--- config.mk ---
export PLATFORM = sky130hd
export DESIGN_NAME = multi_cycle_ctrl_fsm
export DESIGN_NICKNAME = d
export VERILOG_FILES = /design/src/rtl/cpu_ctrl_pkg.sv /design/src/rtl/insn_class_decode.sv /design/src/rtl/multi_cycle_ctrl_fsm.sv
export SDC_FILE = /design/constraint.sdc
export NUM_CORES = 1
export LEC_CHECK = 0
export CAP_MARGIN = 20
export CORE_AREA = 4 4 66 68
export CTS_CLUSTER_SIZE = 12
export DETAILED_ROUTE_END_ITERATION = 10
export DIE_AREA = 0 0 70 72
export PLACE_DENSITY_LB_ADDON = 0.25
export REMOVE_ABC_BUFFERS = 1
export SLEW_MARGIN = 20
export SYNTH_ARGS = -nofsm -noshare
export SYNTH_HDL_FRONTEND = slang
export SYNTH_SLANG_ARGS = --single-unit
--- constraint.sdc ---
create_clock -name CLK -period 2.9 [get_ports CLK]
set_clock_uncertainty 0.05 [all_clocks]
set_input_delay 0.435 -clock CLK [delete_from_list [all_inputs] [get_ports CLK]]
set_output_delay 0.435 -clock CLK [all_outputs]
set_load 0.005 [all_outputs]
--- src/rtl/cpu_ctrl_pkg.sv ---
// rtl/cpu_ctrl_pkg.sv - shared codes for the multi-cycle CPU control FSM
// Purpose: state codes, instruction classes, opcode/funct constants,
//          ALUOp, PCSrc and RegDst codes, plus small class helpers.
// Ports: none (package).
package cpu_ctrl_pkg;

  typedef enum logic [2:0] {
    S_IF   = 3'b000,
    S_ID   = 3'b001,
    S_EXE  = 3'b010,
    S_MEM  = 3'b011,
    S_WB   = 3'b100,
    S_HALT = 3'b111
  } state_t;

  typedef enum logic [4:0] {
    C_NOP, C_ADD, C_SUB, C_AND, C_OR, C_SLT, C_SLL, C_JR,
    C_ADDI, C_ORI, C_SLTI, C_LW, C_SW, C_BEQ, C_BNE, C_J, C_JAL, C_HALT
  } insn_class_t;

  localparam logic [5:0] OP_RTYPE = 6'b000000;
  localparam logic [5:0] OP_ADDI  = 6'b001000;
  localparam logic [5:0] OP_ORI   = 6'b001101;
  localparam logic [5:0] OP_SLTI  = 6'b001010;
  localparam logic [5:0] OP_LW    = 6'b100011;
  localparam logic [5:0] OP_SW    = 6'b101011;
  localparam logic [5:0] OP_BEQ   = 6'b000100;
  localparam logic [5:0] OP_BNE   = 6'b000101;
  localparam logic [5:0] OP_J     = 6'b000010;
  localparam logic [5:0] OP_JAL   = 6'b000011;

  localparam logic [5:0] FN_ADD = 6'b100000;
  localparam logic [5:0] FN_SUB = 6'b100010;
  localparam logic [5:0] FN_AND = 6'b100100;
  localparam logic [5:0] FN_OR  = 6'b100101;
  localparam logic [5:0] FN_SLT = 6'b101010;
  localparam logic [5:0] FN_SLL = 6'b000000;

  localparam logic [2:0] ALU_ADD = 3'b000;
  localparam logic [2:0] ALU_SUB = 3'b001;
  localparam logic [2:0] ALU_AND = 3'b010;
  localparam logic [2:0] ALU_OR  = 3'b011;
  localparam logic [2:0] ALU_SLT = 3'b100;
  localparam logic [2:0] ALU_SLL = 3'b101;

  localparam logic [1:0] PC_NEXT   = 2'b00;
  localparam logic [1:0] PC_BRANCH = 2'b01;
  localparam logic [1:0] PC_RS     = 2'b10;
  localparam logic [1:0] PC_JUMP   = 2'b11;

  localparam logic [1:0] RD_RT = 2'b00;
  localparam logic [1:0] RD_RD = 2'b01;
  localparam logic [1:0] RD_RA = 2'b10;

  function automatic logic [2:0] alu_op_of(insn_class_t c);
    case (c)
      C_SUB, C_BEQ, C_BNE: return ALU_SUB;
      C_AND:               return ALU_AND;
      C_OR, C_ORI:         return ALU_OR;
      C_SLT, C_SLTI:       return ALU_SLT;
      C_SLL:               return ALU_SLL;
      default:             return ALU_ADD;
    endcase
  endfunction

  // Classes that write the register file in WB.
  function automatic logic writes_reg_wb(insn_class_t c);
    case (c)
      C_ADD, C_SUB, C_AND, C_OR, C_SLT, C_SLL,
      C_ADDI, C_ORI, C_SLTI, C_LW: return 1'b1;
      default:                     return 1'b0;
    endcase
  endfunction

  function automatic logic is_rtype_alu(insn_class_t c);
    case (c)
      C_ADD, C_SUB, C_AND, C_OR, C_SLT, C_SLL: return 1'b1;
      default:                                 return 1'b0;
    endcase
  endfunction

endpackage

--- src/rtl/insn_class_decode.sv ---
// rtl/insn_class_decode.sv - combinational opcode/funct to instruction class
// Purpose: maps the raw instruction fields to insn_class_t; anything not
//          recognised becomes C_NOP.
// Ports: i_opcode, i_funct (instruction fields) -> o_class.
module insn_class_decode
  import cpu_ctrl_pkg::*;
#(
  parameter logic [5:0] HALT_OP  = 6'b111111,
  parameter logic [5:0] JR_FUNCT = 6'b001000
) (
  input  logic [5:0]  i_opcode,
  input  logic [5:0]  i_funct,
  output insn_class_t o_class
);

  always_comb begin
    o_class = C_NOP;
    // HALT_OP is a parameter, so it is tested ahead of the fixed opcodes.
    if (i_opcode == HALT_OP) begin
      o_class = C_HALT;
    end else begin
      case (i_opcode)
        OP_RTYPE: begin
          if (i_funct == JR_FUNCT) begin
            o_class = C_JR;
          end else begin
            case (i_funct)
              FN_ADD:  o_class = C_ADD;
              FN_SUB:  o_class = C_SUB;
              FN_AND:  o_class = C_AND;
              FN_OR:   o_class = C_OR;
              FN_SLT:  o_class = C_SLT;
              FN_SLL:  o_class = C_SLL;
              default: o_class = C_NOP;
            endcase
          end
        end
        OP_ADDI: o_class = C_ADDI;
        OP_ORI:  o_class = C_ORI;
        OP_SLTI: o_class = C_SLTI;
        OP_LW:   o_class = C_LW;
        OP_SW:   o_class = C_SW;
        OP_BEQ:  o_class = C_BEQ;
        OP_BNE:  o_class = C_BNE;
        OP_J:    o_class = C_J;
        OP_JAL:  o_class = C_JAL;
        default: o_class = C_NOP;
      endcase
    end
  end

endmodule

--- src/rtl/multi_cycle_ctrl_fsm.sv ---
// rtl/multi_cycle_ctrl_fsm.sv - multi-cycle CPU control state machine
// Purpose: sequences IF/ID/EXE/MEM/WB/HALT and drives datapath strobes.
// Ports: CLK, Reset (async, active high); opcode, funct, zero, sign in;
//        PCWre, IRWre, InsMemRw, RegWre, RegDst, WrRegDSrc, ExtSel,
//        ALUSrcA, ALUSrcB, ALUOp, DBDataSrc, mRD, mWR, PCSrc, state out.
module multi_cycle_ctrl_fsm
  import cpu_ctrl_pkg::*;
#(
  parameter logic [5:0] HALT_OP  = 6'b111111,
  parameter logic [5:0] JR_FUNCT = 6'b001000
) (
  input  logic       CLK,
  input  logic       Reset,
  input  logic [5:0] opcode,
  input  logic [5:0] funct,
  input  logic       zero,
  input  logic       sign,
  output logic       PCWre,
  output logic       IRWre,
  output logic       InsMemRw,
  output logic       RegWre,
  output logic [1:0] RegDst,
  output logic       WrRegDSrc,
  output logic       ExtSel,
  output logic       ALUSrcA,
  output logic       ALUSrcB,
  output logic [2:0] ALUOp,
  output logic       DBDataSrc,
  output logic       mRD,
  output logic       mWR,
  output logic [1:0] PCSrc,
  output logic [2:0] state
);

  state_t      r_state;
  insn_class_t r_class;
  state_t      w_next;
  insn_class_t w_class;
  logic        w_final;
  logic        w_unused_sign;

  // sign only matters to the ALU's slt path, never to sequencing.
  assign w_unused_sign = sign;

  insn_class_decode #(
    .HALT_OP  (HALT_OP),
    .JR_FUNCT (JR_FUNCT)
  ) u_decode (
    .i_opcode (opcode),
    .i_funct  (funct),
    .o_class  (w_class)
  );

  always_comb begin
    w_next = S_IF;
    case (r_state)
      S_IF:  w_next = S_ID;
      S_ID: begin
        case (r_class)
          C_HALT:                    w_next = S_HALT;
          C_J, C_JAL, C_JR, C_NOP:   w_next = S_IF;
          default:                   w_next = S_EXE;
        endcase
      end
      S_EXE: begin
        case (r_class)
          C_LW, C_SW:   w_next = S_MEM;
          C_BEQ, C_BNE: w_next = S_IF;
          default:      w_next = S_WB;
        endcase
      end
      S_MEM:  w_next = (r_class == C_LW) ? S_WB : S_IF;
      S_WB:   w_next = S_IF;
      S_HALT: w_next = S_HALT;
      default: w_next = S_IF;
    endcase
  end

  // The class is captured only on the IF->ID edge so IR changes later in
  // the instruction cannot disturb sequencing.
  always_ff @(posedge CLK or posedge Reset) begin
    if (Reset) begin
      r_state <= S_IF;
      r_class <= C_NOP;
    end else begin
      r_state <= w_next;
      if (r_state == S_IF) begin
        r_class <= w_class;
      end
    end
  end

  // The instruction's last state is the one that returns to IF; HALT never does.
  assign w_final = (w_next == S_IF);
  assign state   = r_state;

  always_comb begin
    PCWre     = 1'b0;
    IRWre     = 1'b0;
    InsMemRw  = 1'b0;
    RegWre    = 1'b0;
    RegDst    = RD_RT;
    WrRegDSrc = 1'b1;
    DBDataSrc = 1'b0;
    mRD       = 1'b0;
    mWR       = 1'b0;
    PCSrc     = PC_NEXT;
    ExtSel    = (r_class != C_ORI);
    ALUSrcA   = (r_class == C_SLL);
    ALUSrcB   = (r_class == C_ADDI) || (r_class == C_ORI) || (r_class == C_SLTI) ||
                (r_class == C_LW)   || (r_class == C_SW);
    ALUOp     = ((r_state == S_EXE) || (r_state == S_MEM) || (r_state == S_WB)) ?
                alu_op_of(r_class) : ALU_ADD;
    // Reset gates every strobe directly so an in-flight write dies at once.
    if (!Reset) begin
      IRWre    = (r_state == S_IF);
      InsMemRw = (r_state == S_IF);
      PCWre    = w_final;
      case (r_state)
        S_ID: begin
          case (r_class)
            C_J:  PCSrc = PC_JUMP;
            C_JR: PCSrc = PC_RS;
            C_JAL: begin
              PCSrc     = PC_JUMP;
              RegWre    = 1'b1;
              RegDst    = RD_RA;
              WrRegDSrc = 1'b0;
            end
            default: PCSrc = PC_NEXT;
          endcase
        end
        S_EXE: begin
          if (((r_class == C_BEQ) && zero) || ((r_class == C_BNE) && !zero)) begin
            PCSrc = PC_BRANCH;
          end
        end
        S_MEM: begin
          mRD = (r_class == C_LW);
          mWR = (r_class == C_SW);
        end
        S_WB: begin
          RegWre    = writes_reg_wb(r_class);
          RegDst    = is_rtype_alu(r_class) ? RD_RD : RD_RT;
          DBDataSrc = (r_class == C_LW);
        end
        default: ;
      endcase
    end
  end

endmodule

; Yosys cells after proc, flatten, opt, wreduce, memory -nomap -nowiden
; Memories as Yosys holds them, arrays and structs flattened.
; Cells that the tools add are included.
[word_totals]
mem_count = 2
wordCells = 99
output_inout_bits = 21
register_bits = 8
input_bits = 16
romBits = 64
[memory_table]
columns = name, words, word_bits, read_ports, rd_ports_with_merged_regs, wr, line
row1 = (no name shown), 16, 3, 1, 0, 0, cpu_ctrl_pkg.sv:56  ; case (c)
row2 = (no name shown), 16, 1, 1, 0, 0, cpu_ctrl_pkg.sv:68  ; case (c)
[classes]
n_mux = 36
n_reduce_logical = 20
n_eq_ne = 39
[op_table]
columns = op, n
row1 = one-hot mux 5 bit (10 select lines), 1
row2 = "equality test 6 bit, second input constant", 8
row3 = "equality test 5 x 4 -> 1 bit, second input constant", 8
row4 = "equality test 6 x 4 -> 1 bit, second input constant", 4
row5 = "equality test 5 x 3 -> 1 bit, second input constant", 4
row6 = 2-to-1 mux 1 bit, 19
row7 = one-hot mux 3 bit (6 select lines), 1
row8 = one-hot mux 3 bit (5 select lines), 1
row9 = "equality test 6 x 2 -> 1 bit, second input constant", 2
row10 = "equality test 6 x 3 -> 1 bit, second input constant", 2
row11 = logical NOT 6 bit, 2
row12 = one-hot mux 2 bit (2 select lines), 3
row13 = one-hot mux 3 bit (2 select lines), 2
row14 = "equality test 5 x 2 -> 1 bit, second input constant", 2
row15 = "equality test 5 bit, second input constant", 2
row16 = 2-to-1 mux 5 bit, 2
row17 = 2-to-1 mux 3 bit, 3
row18 = logical OR 1 bit, 7
row19 = "equality test 3 x 2 -> 1 bit, second input constant", 2
row20 = "equality test 3 bit, second input constant", 2
row21 = logical NOT 3 bit, 2
row22 = 2-to-1 mux 2 bit, 3
row23 = OR reduction 2 bit, 3
row24 = OR reduction 6 bit, 1
row25 = 8 further kinds, 9

; Longest topological paths before layout
; Gate-level depths: netlist (run 1).
[depth]
depth_word = 8
ltp_mapped = 7
ltp_nobuf = 7

; Cells and area by module
; A second synthesis (run 1) with hierarchy kept.
[unflattened]
hier_cells = 145
hier_area_um2 = 1173.6
[modules_own_cells]
columns = module, instances, seq_area_each_um2, cells_per_inst, area_per_inst_um2
row1 = multi_cycle_ctrl_fsm, 1, 200.2, 100, 865.8
row2 = insn_class_decode, 1, 0.0, 45, 307.8

; Worst setup path after synthesis (run 1)
; Ideal clock, no wire load.
[synth_timing]
kind = flip-flop to output port
from = reg r_class[0]
to = out PCWre
slack_ns = 0.841
n_path_buf = 0
t_required_ns = 2.415
arrival_ns = 1.574
stages_incl_launch_ff = 8
cell_sequence = dfrtp_1 inv_1 ha_1 mux2_2 nand2_1 or3_1 a31oi_1 nor4_1
[synth_via]
elab_chain_len = 6
word_cells_on_any_way = 18
classes_between = 8 x eq/ne / 5 x mux / 5 x reduce/logical
[synth_lines]
columns = item, line
row1 = "start, declared", multi_cycle_ctrl_fsm.sv:36  ; insn_class_t r_class;
row2 = "start signal, assigned", multi_cycle_ctrl_fsm.sv:88  ; r_class <= w_class;
row3 = equality test 5 bit (tied with other cells), multi_cycle_ctrl_fsm.sv:59  ; case (r_class)
row4 = OR reduction 4 bit / OR reduction 2 bit (equally long branches), "multi_cycle_ctrl_fsm.sv:59, multi_cycle_ctrl_fsm.sv:66"
row5 = "one-hot mux 3 bit (2 select lines), on equally long branches", "multi_cycle_ctrl_fsm.sv:59, multi_cycle_ctrl_fsm.sv:66"
row6 = one-hot mux 3 bit (5 select lines) *, multi_cycle_ctrl_fsm.sv:56  ; case (r_state)
row7 = named net w_next[1], multi_cycle_ctrl_fsm.sv:37  ; state_t w_next;
row8 = logical NOT 3 bit *, multi_cycle_ctrl_fsm.sv:94  ; assign w_final = (w_next == S_IF);
row9 = 2-to-1 mux 1 bit *, multi_cycle_ctrl_fsm.sv:115  ; if (!Reset) begin
row10 = "end, declared", multi_cycle_ctrl_fsm.sv:18  ; output logic PCWre,
; Mark *: on every way through the listed nets, which the timed path passes. The rest lies on a longest branch.

; Worst setup path in the final report (run 1)
[layout_timing]
from = reg r_class[0]
to = out PCSrc[0]
[layout_via]
elab_chain_len = 6
word_cells_on_any_way = 13
classes_between = 5 x eq/ne / 4 x mux / 4 x reduce/logical
[layout_lines]
columns = item, line
row1 = branches (longest 4 deep; another with equality test 5 bit), --
row2 = one-hot mux 2 bit (2 select lines) *, multi_cycle_ctrl_fsm.sv:119  ; case (r_state)
row3 = 2-to-1 mux 2 bit *, multi_cycle_ctrl_fsm.sv:115
row4 = "end, declared", multi_cycle_ctrl_fsm.sv:31  ; output logic [1:0] PCSrc,
; Mark *: on every way between the ends.

==> results of run 1 <==
==> final timing paths <==
| path | from | to | slack, ps | depth (start not counted) |
|---|---|---|---|---|
| max in group asynchronous | Reset | r_class[0]$_DFFE_PP0N_ | 1980 | 3 |
| worst max register to register | r_class[1]$_DFFE_PP0N_ | state[0]$_DFF_PP0_ | 1190 | 5 |
| worst min-delay path | r_class[2]$_DFFE_PP0N_ | r_class[2]$_DFFE_PP0N_ | 550 | 2 |
| min in group asynchronous | Reset | state[2]$_DFF_PP0_ | 690 | 3 |
| worst min register to register | r_class[2]$_DFFE_PP0N_ | r_class[2]$_DFFE_PP0N_ | 550 | 2 |
| worst max-delay path | r_class[0]$_DFFE_PP0N_ | PCSrc[0] | 130 | 6 |
==> metrics by stage <==
step / hold WS, ps / setup slack (ps)
after floorplan: 217 / 841
after global placement: 553 / 216
after detailed placement: 546 / 197
after CTS: 552 / 18.1
after global routing: 626 / -15.0
final: 554 / 128
==> cell usage after synthesis (3+ instances only) <==
cell      number
nand3b_1       6
o21ai_0        7
nand2_1       10
and2_1         3
nor4_1         4
nand3_1        4
a21oi_1       12
a211oi_1       3
nor3_1         9
inv_1          8
a31oi_1        3
nor2_1        18
o22ai_1        3
nor2b_1        5
ha_1           5
clkbuf_1       9
nand2b_1       4
dfrtp_1        8
==> cell type report <==
cell class	count	area [um2]
Multi-Input combinational cell	129	810
Sequential cell	8	200
Fill cell	435	2310
Inverter	8	30.0
Timing Repair Buffer	42	405
Tap cell	50	62.6
Clock buffer	3	41.3
==> sequential cells by signal, summed over array words and instances (netlist names) <==
name     flops
r_class      5
state        3
==> timing repair <==
item	4_1_cts	5_1_grt
gates resized for setup	0	3
hold buffers	0	0
endpoints found under the setup margin	0	2
setup buffers	0	0
==> per-layer routing <==
metal | global-route usage, % | up-vias | part of all wire [%]
met2 | 23.4 | 39 | 48
met4 | 5.11 | 0 | 2.1
met3 | 1.52 | 7 | 4.5
li1 | - | 639 | -
met1 | 15.7 | 571 | 45
met5 | 0 | - | 0
==> report_power, final <==
part           switching, mW  total [mW]  internal (mW)  leakage (nW)
logic                  0.268       0.529          0.261         0.450
clock network         0.0423       0.132         0.0898        0.0216
registers             0.0719       0.218          0.146         0.105
==> worst min-delay path, cell delays in order (launching register included) <==
cell and delay, ps:
dfrtp_1 430, nand2_1 80, o21ai_1 50
==> cells by family (layout without fill, tap and decap cells) <==
| logic type | Yosys count | after routing |
|---|---|---|
| xor gates and xnor gates | 2 | 2 |
| DFF | 8 | 8 |
| AOI/OAI and AO/OA | 43 | 43 |
| adders and majority gates | 5 | 5 |
| and+or+nand+nor | 76 | 76 |
| buffers and inverters | 22 | 53 |
| muxes | 3 | 3 |
==> metrics.txt, run 1 <==
TNS Setup 0 ps; GRT Util Overall approximately an eighth; post-route insts no fill 240; Yosys top cell area share 18.2%; post-DR vias/cell 5.23; crit start category register; hpwl dp 2520 um; average size of a mapped cell 6.93 um2; count of final setup violators 0; Pleak 0.577 nW; Max Slew Vio Count 0; row count 23; core area 3860 um2; area share of fa/ha/maj cells after synthesis under 10%; Synth Area in Compound Gates 24.5%; Final GP Congestion 0.845; first-pass GRT wire length 5510 um; fin area around 1500 um2; slowest stage delay, CP around 520 ps; drt pass-1 iters 4; Max Cap Viol 0; crit path cell chain inv_1 -> ha_2 -> mux2i_1 -> or4_1 -> o22ai_1 -> clkdlybuf4s50_1; headroom to the max-slew limit 73.7%; Worst Max-Slew Pin Slew 389 ps; area leader, netlist dfrtp_1; Power Total 880 uW; Clock Tree Root clkbuf_8; dpl cells 237; Final Hold Fails 0; post-synthesis register bit count 8; Pwr Density 568 nW/um2; antenna diode count 0; number of buffers on the longest clock path 2; number of flops mapped to enable cells by yosys 0; CTS tree yes; CTS buffer count 3; Syn Inst Count 159; fin crit share 95.6%; worst path bufs/invs 2; initial antenna violation count 0; status complete, no violations; DRT iter0 DRCs 85; Peak VDD IR 140 uV; nets 213; Tmin final 2770 ps; most common cell after layout, fill and taps aside clkdlybuf4s50_1; DP Area 1500 um2; Initial Utilization between 20% and 30%; H-tree depth 1; vias in the first global route 1245; post-synth cell types 47; most frequent cells in the layout 34 x clkdlybuf4s50_1, 18 x nor2_1, 12 x a21oi_1; die width approximately 70 um; worst setup path category register to output port; port bufs 35; post-route ant nets 0; Area contributors post-synth dfrtp_1 18%, nor2_1 6.1%, ha_1 5.7%; RSZ-0062 raised after global routing true; number of top-level pins 37; Async SR Flop Fraction 100%; Post-Syn Area between 1000 and 1500 um2; total clock sinks 8; Critical-path top delay cell clkdlybuf4s50_1; post-synthesis mux area share 2.84%; via count about 1300; Hold Crit Class register to register; fin util 40.2%; Simple-Gate Fraction of Synth Area a little under two fifths; Clock Latency Late Sink 230 ps; drt total wl 3130 um; DR WL/cell 13.0 um; Ys Warns 0; largest net degree at the start of global routing 14; Critical Path End Type output port; Main synth FF type dfrtp_1; fmax 0.361 GHz; Die H 72 um; Seq/Total Area, Yosys 18.2%; CP delay by family, top buffers and inverters; DR DRC count 0; largest family of logic cells by synthesized area simple AND/OR/NAND/NOR gates; CP max FO 7; Area Overhead vs Synth 40.5%; share of cells above drive strength 1 8.95%; full die area 5040 um2; GRT overflow 0; CP Data Required Time 2410 ps; Arr. time, crit path 2290 ps; XOR/XNOR Fraction of Synth Area approximately 1.6%; clock slew at reported path FFs 40 ps
Power figures use the tool's default switching activity.
==> inputs of run 2 (changes only) <==
Settings changed: CORE_AREA 4 4 66 68 to 4 4 62 64, DIE_AREA 0 0 70 72 to 0 0 66 68.
==> run 2 against run 1 <==
Compared with the run above: sequential power rose by 7%; sequential share of layout area is 0.10 points lower; global-route usage grew 1.6 points; critical endpoint unchanged; die area is 11% lower; combinational power increased by 4.0%; setup slack got worse by 27 ps; clock power decreased by 38%.
==> metrics.txt, run 2 (synthesis gave the netlist of run 1 again) <==
via count 1293 (+2.9%); DRT iter0 DRCs 79 (-7.1%); Critical Path End Type output port; CP Data Required Time 2410 ps (about the same); internal reg-to-reg setup slack 1090 ps (-100 ps); clock slew at reported path FFs 50 ps (about the same); vias in the first global route 1184 (-4.9%); dpl cells 233 (-1.7%); H-tree depth 1 (unchanged); Top reg by flops r_class; hpwl dp 2470 um (-2.0%); post-route ant nets 0 (unchanged); status complete, no violations; Worst Max-Slew Pin Slew 421 ps (+32.1 ps); worst setup path category register to output port; headroom to the max-slew limit 71.5% (-2.2 points); sequential cell area 200 um2 (unchanged); Worst Hold Path EP r_class[2]$_DFFE_PP0N_; Die H 68 um (-5.6%); full die area 4490 um2 (-11%); row count 21 (-8.7%); DR DRC count 0 (unchanged); CTS tree yes; TNS Setup 0 ps (unchanged); GRT overflow 0 (unchanged); nets 214 (+0.47%); post-route insts no fill 237 (-1.3%); initial antenna violation count 0 (unchanged); port bufs 35 (unchanged); number of top-level pins 37 (unchanged); WHS Path Cells 2 (unchanged); Arr. time, crit path 2310 ps (+20 ps); Pleak 0.579 nW (+0.36%); Clock Latency Late Sink 250 ps (+20 ps); fin crit share 96.5% (+0.95 points); reg2reg start r_class[0]$_DFFE_PP0N_; total clock sinks 8 (unchanged); count of final setup violators 0 (unchanged); Area Overhead vs Synth 41.7%; Initial Utilization 33.6% (+5.0 points); antenna diode count 0 (unchanged); Reg2Reg Depth 6 (+1); fin area 1560 um2 (+0.81%); Reg-to-Reg End state[1]$_DFF_PP0_; CTS buffer count 3 (unchanged); Power Total 865 uW (-1.7%); Final GP Congestion 0.916 (+8.4%); Peak VDD IR 233 uV (+66%); Pwr Density 554 nW/um2 (-2.4%); Final Hold Fails 0 (unchanged); Clock Tree Root clkbuf_4; CP max FO 7 (unchanged); Multi-input gate area 838 um2 (+3.6%); post-DR vias/cell 5.46 (+4.2%); DP Area 1500 um2 (-0.33%); DR WL/cell 13.4 um (+2.9%); GRT Util Overall 14.5% (+1.6 points); first-pass GRT wire length 5290 um (-4.1%); crit start category register; largest net degree at the start of global routing 14 (unchanged); drt pass-1 iters 4 (unchanged); hold path start r_class[2]$_DFFE_PP0N_; Max Cap Viol 0 (unchanged); most frequent cells in the layout 34 x clkdlybuf4s50_1, 18 x nor2_1, 12 x a21oi_1; hold buffers post-CTS 0 (unchanged); fill cell count 354 (-19%); drt total wl 3180 um (+1.6%); fmax 0.357 GHz (-0.98%); core area 3280 um2 (-15%); most common cell after layout, fill and taps aside clkdlybuf4s50_1; number of buffers on the longest clock path 2 (unchanged); Tmin final 2800 ps (+27.5 ps); share of cells above drive strength 1 10.5% (+1.5 points); die width 66 um (-5.7%); Hold Crit Class register to register; Largest register FFs 5 (unchanged); Max Slew Vio Count 0 (unchanged)
## run 2: area by class of cell
type | count | share of cell area, %
flip-flops and latches | 8 | 12.8
repair buffers | 43 | 26.4
multi-input cells | 129 | 53.7
inverters | 8 | 1.92
clock buffers | 3 | 1.44
well taps | 46 | 3.69
## run 2: repair_timing
item                                    CTS  global route
pin swaps                                 0             1
buffers inserted                          1             0
resized for setup                         0             7
endpoints found under the setup margin    1             2
## run 2: per-layer routing
metal  routed length [um]  track usage, %  up-vias
met2                 1550            25.9       57
met4                   25            5.33        0
met3                  184            1.31        2
met5                    0               0        -
li1                     -               -      640
met1                 1420            18.1      594
## run 2: critical path: stages, from the launching register on
cell,delay [ps]
dfrtp_1,430
inv_1,180
ha_4,200
mux2i_1,70
or4_1,460
o22ai_1,180
clkdlybuf4s50_1,530
## run 2: per-stage QoR
stage               hold WS [ps]  utilization (%)  setup WS (ps)
global route                 645             47.5          -7.21
floorplan                    217                -            841
detailed placement           604             45.5            216
global placement             589             45.5            248
CTS                          588             46.4          0.413
finish                       612             47.5            101
## run 2: where the power goes
part | switching, mW | internal (mW) | total, mW
combinational | 0.270 | 0.280 | 0.550
clock | 0.0347 | 0.0471 | 0.0818
sequential | 0.0871 | 0.146 | 0.233
## run 2: worst max path at each step
stage	from	end	cells after the start
final	r_class[0]$_DFFE_PP0N_	PCSrc[0]	6
after global routing	r_class[1]$_DFFE_PP0N_	PCSrc[0]	6
after CTS	r_class[1]$_DFFE_PP0N_	PCSrc[0]	6
after detailed placement	Reset	PCSrc[0]	4
after global placement	Reset	PCSrc[0]	4
after floorplan	r_class[0]$_DFFE_PP0N_	PCWre	7
==> variant 1: new RTL, flow settings as in run 1 <==
Add an input register stage for `opcode`, `funct`, `zero` and `sign`; this delays them by one clock. Comments in the files are not updated.
--- a/src/rtl/multi_cycle_ctrl_fsm.sv
+++ b/src/rtl/multi_cycle_ctrl_fsm.sv
@@ -34,2 +34,14 @@
 
+  logic [5:0] opcode_q;
+  logic [5:0] funct_q;
+  logic zero_q;
+  logic sign_q;
+
+  always_ff @(posedge CLK) begin
+    opcode_q <= opcode;
+    funct_q  <= funct;
+    zero_q   <= zero;
+    sign_q   <= sign;
+  end
+
   state_t      r_state;
@@ -42,3 +54,3 @@
   // sign only matters to the ALU's slt path, never to sequencing.
-  assign w_unused_sign = sign;
+  assign w_unused_sign = sign_q;
 
@@ -48,4 +60,4 @@
   ) u_decode (
-    .i_opcode (opcode),
-    .i_funct  (funct),
+    .i_opcode (opcode_q),
+    .i_funct  (funct_q),
     .o_class  (w_class)
@@ -133,3 +145,3 @@
         S_EXE: begin
-          if (((r_class == C_BEQ) && zero) || ((r_class == C_BNE) && !zero)) begin
+          if (((r_class == C_BEQ) && zero_q) || ((r_class == C_BNE) && !zero_q)) begin
             PCSrc = PC_BRANCH;
Behaviour: not the same (Yosys sat finds a counterexample within 4 cycles, from zero or initial values and one cycle with Reset high).
==> variant 1 against run 1 <==
  * Design area grew 23%
  * First-iteration DRC count shrank 7.1%
  * Total power grew 43%
  * Sequential cell count grew 13
  * Non-clock buffer count grew 1
  * Worst setup slack lost 25 ps
  * Register-to-register slack gained 80 ps
  * Routed wire length grew 4.0%
  * Via count grew 7.3%
  * Area after synthesis grew 31%
  * Maximum frequency shrank 0.90%
  * Global-route usage grew 0.70 points
  * Synthesized cell count grew 8.2%
  * Critical path type unchanged
  * Largest cell class unchanged
==> variant 1: results <==
metrics = {
    "final_layout": {
        "nFillCells": 396,
        "nets": 226,
        "drive_gt1_share_pct": 14.2,
    },
    "clocking": {
        "cts_buffers": 3,
        "cts_buffer_depth": 2,
        "cts.clk_slew.worst_paths_ps": 80,
        "clock_latency_ps": 260,
        "root_buffer": "clkbuf_8",
    },
    "global_routing": {
        "grt_pass1_vias": 1292,
        "grt_max_degree": 15,
        "grt_pass1_wl_mm": 5.70,
        "gr-usage-all-layers_pct": 13.6,
    },
    "placed_design": {
        "routabilityCongestion": 0.774,
        "dp_hpwl_mm": 2.56,
        "dp_cells": 248,
        "dpl_worst_slack_ps": 207,
    },
    "route": {
        "vias": 1348,
        "highest_layer": "met4",
        "met2_length_mm": 1.67,
        "first_pass_iters": 4,
        "drt_iter0_markers": 79,
        "totalWireLength_mm": 3.25,
        "met1_length_mm": 1.40,
        "vias_per_cell": 5.31,
        "met3_length_um": 134,
    },
    "worst_setup_path": {
        "reg2reg_depth": 4,
        "arrival_ps": 2310,
        "crit_fanout": 10,
        "crit_slowest_cell": "clkdlybuf4s50_1",
        "cp_slowest_stage_delay_ps": 550,
    },
    "worst_hold_path": {
        "hold-path-cell-count": 2,
    },
    "yosys": {
        "synth_warnings": 0,
        "synth.area.top_cells": "dfxtp_1 (18%), dfrtp_1 (14%), nor2_1 (4.7%)",
        "seq_area_frac_synth_pct": 31.9,
        "yosys.cell_types.count": 52,
        "async_flop_share_pct": 38.1,
        "synth_commonest_cells": "nor2_1 (18), dfxtp_1 (13), nand2_1 (12)",
        "synthCells": 172,
    },
    "pwr": {
        "peakVddDrop_mv": 0.258,
        "power.leakage_uw": 0.000733,
        "intPower_uw": 767,
    },
    "status": {
        "status": "complete, no violations",
    },
    "sta": {
        "worstMarginPinSlew_ps": 409,
    },
}
[variant 1: power groups by stage]
stage / clock network [uW] / logic (uW) / registers [uW]
after floorplan: 0 / 346 / 435
after global placement: 0 / 599 / 430
after detailed placement: 0 / 605 / 432
after CTS: 197 / 614 / 425
after global routing: 213 / 704 / 451
final: 191 / 632 / 438
[variant 1: final timing paths]
kind	slack, ps	start	to
max	100	r_class[4]$_DFFE_PP0N_	PCWre
min	510	r_class[1]$_DFFE_PP0N_	r_class[1]$_DFFE_PP0N_
max reg2reg	1270	state[0]$_DFF_PP0_	r_class[0]$_DFFE_PP0N_
min reg2reg	510	r_class[1]$_DFFE_PP0N_	r_class[1]$_DFFE_PP0N_
max in group asynchronous	2060	Reset	r_class[0]$_DFFE_PP0N_
min in group asynchronous	600	Reset	state[1]$_DFF_PP0_
[variant 1: kinds of logic after synthesis]
logic type / synth area share [%]
and+or+nand+nor: 31.2
AOI/OAI and AO/OA: 19.0
buffers and inverters: 8.49
DFF: 31.9
adders and majority gates: 4.33
muxes: 3.90
xor gates and xnor gates: 1.21
[variant 1: per-layer routing]
| metal | global-route usage [%] | vias to the layer above |
|---|---|---|
| met5 | 0 | - |
| met4 | 4.47 | 0 |
| met3 | 2.77 | 5 |
| met2 | 24.6 | 28 |
| met1 | 16.3 | 633 |
| li1 | - | 682 |
[variant 1: timing repair]
item                                    4_1_cts  5_1_grt
pin swaps                                     0        0
hold endpoints to repair                      0        0
buffers inserted                              0        2
gates cloned                                  0        0
gates resized for setup                       2        9
endpoints found under the setup margin        1        3
[variant 1: final cells by class]
class / count / share of cell area [%]
clock buffers: 3 / 2.17
repair buffers: 43 / 21.6
flip-flops and latches: 21 / 24.6
multi-input cells: 129 / 46.7
clock inverters: 1 / 0.263
inverters: 7 / 1.38
well taps: 50 / 3.29
[variant 1: per-stage QoR]
step / area, um^2 / total power, uW / setup TNS (ps) / hold slack, ps / util, %
4_1_cts: 1860 / 1240 / 0 / 548 / 48.3
2_1_floorplan: 1350 / 780 / 0 / 209 / -
6_report: 1900 / 1260 / 0 / 514 / 49.3
3_3_place_gp: 1810 / 1030 / 0 / 512 / 46.8
5_1_grt: 1900 / 1370 / -3.56 / 548 / 49.3
3_5_place_dp: 1810 / 1040 / 0 / 531 / 46.8
[variant 1: critical path: cells and delay by family, from the launching register on]
family	cells	cell delay, ps
AO/OA/AOI/OAI	2	430
flip-flops	1	490
AND/OR/NAND/NOR	3	580
buffers and inverters	1	550
==> variant 2: new RTL, flow settings as in run 1 <==
Without the edit above. `JR_FUNCT` is set to 6'b001000 in 2 places; all go to 6'b000111.
--- a/src/rtl/insn_class_decode.sv
+++ b/src/rtl/insn_class_decode.sv
@@ -8,3 +8,3 @@
   parameter logic [5:0] HALT_OP  = 6'b111111,
-  parameter logic [5:0] JR_FUNCT = 6'b001000
+  parameter logic [5:0] JR_FUNCT = 6'b000111
 ) (
--- a/src/rtl/multi_cycle_ctrl_fsm.sv
+++ b/src/rtl/multi_cycle_ctrl_fsm.sv
@@ -9,3 +9,3 @@
   parameter logic [5:0] HALT_OP  = 6'b111111,
-  parameter logic [5:0] JR_FUNCT = 6'b001000
+  parameter logic [5:0] JR_FUNCT = 6'b000111
 ) (
Behaviour: not the same (a bounded check fails within 4 cycles, from zero or initial values and one cycle with Reset high).
==> variant 2 against run 1 <==
  * Synthesized cell count fell by 2.5%
  * Routed wire length down 2.0%
  * Total power fell by 25%
  * Design area up 2.6%
  * Area after synthesis is 0.45% higher
  * Via count grew 0.48%
  * Worst setup slack gained 18 ps
  * First-iteration DRC count grew 25%
  * Sequential cell count is the same
  * Largest cell class unchanged
==> variant 2: results <==
metrics = {
    "pwr": {
        "seqPwrFrac_pct": 27.5,
        "p_comb_share_pct": 53.0,
        "peakVddDrop_mv": 0.129,
        "power.leakage_uw": 0.000602,
        "p_switching_uw": 267,
        "p_total_uw": 662,
    },
    "worst_setup_path": {
        "reg2reg_depth": 4,
        "r2r-start": "r_class[3]$_DFFE_PP0N_",
        "cp_slowest_stage_delay_ps": 590,
        "crit_fanout": 4,
    },
    "worst_hold_path": {
        "hold_path.startpoint": "r_class[1]$_DFFE_PP0N_",
    },
    "final_layout": {
        "multi_input_gates": 131,
        "nets": 211,
        "inv_count": 7,
        "drive_gt1_share_pct": 9.57,
        "fin_cells": 238,
    },
    "global_routing": {
        "use_met3_pct": 1.66,
        "gr-usage-all-layers_pct": 12.1,
    },
    "yosys": {
        "seq_area_frac_synth_pct": 18.1,
        "synth.area.top_cells": "dfrtp_1 (18%), nor2_1 (8.1%), ha_1 (5.6%)",
        "syn_avg_cell_area_um2": 7.14,
    },
    "placed_design": {
        "routabilityCongestion": 0.835,
    },
    "route": {
        "totalWireLength_mm": 3.06,
        "met3_length_um": 148,
    },
    "status": {
        "status": "complete, no violations",
    },
    "sta": {
        "holdWs_ps": 531,
    },
}
## variant 2: cell count changes after synthesis, sizes merged, moves of 2 or more
cell | run 1 | this run
nand2b | 4 | 2
nor3b | 0 | 2
nor2b | 5 | 9
a31oi | 3 | 1
a32oi | 0 | 3
nand4 | 1 | 4
a22o | 0 | 2
and2 | 3 | 1
nor3 | 9 | 5
clkbuf | 10 | 6
nor2 | 18 | 24
nand3b | 6 | 2
## variant 2: repair_timing
item	CTS	global route
setup buffers	0	0
endpoints found under the setup margin	1	1
resized for setup	5	5
## variant 2: logic make-up after synthesis
logic type                 Yosys count  share of synthesized area [%]
DFF                                  8                           18.1
adders and majority gates            5                           5.65
and+or+nand+nor                     81                           40.6
xor gates and xnor gates             1                          0.791
muxes                                5                           5.76
buffers and inverters               16                           5.99
AOI/OAI and AO/OA                   39                           23.2
## variant 2: worst max-delay path by stage
| stage | start | end | depth (start not counted) |
|---|---|---|---|
| 3_3_place_gp | r_class[0]$_DFFE_PP0N_ | PCWre | 7 |
| 3_5_place_dp | r_class[0]$_DFFE_PP0N_ | PCWre | 7 |
| 2_1_floorplan | r_class[1]$_DFFE_PP0N_ | PCWre | 6 |
| 4_1_cts | r_class[1]$_DFFE_PP0N_ | PCWre | 7 |
| 5_1_grt | Reset | RegDst[0] | 5 |
| 6_report | Reset | RegDst[0] | 5 |
## variant 2: metrics by stage
| step | setup TNS (ps) | area (um^2) |
|---|---|---|
| after floorplan | 0 | 1070 |
| after global placement | 0 | 1510 |
| after detailed placement | 0 | 1510 |
| after CTS | 0 | 1580 |
| after global routing | -0.0397 | 1590 |
| final | 0 | 1590 |
## variant 2: worst max-delay path: cells and delay by family
kind,cells,cell delay (ps)
compound gates,1,500
simple gates,1,130
buf+inv,3,1200
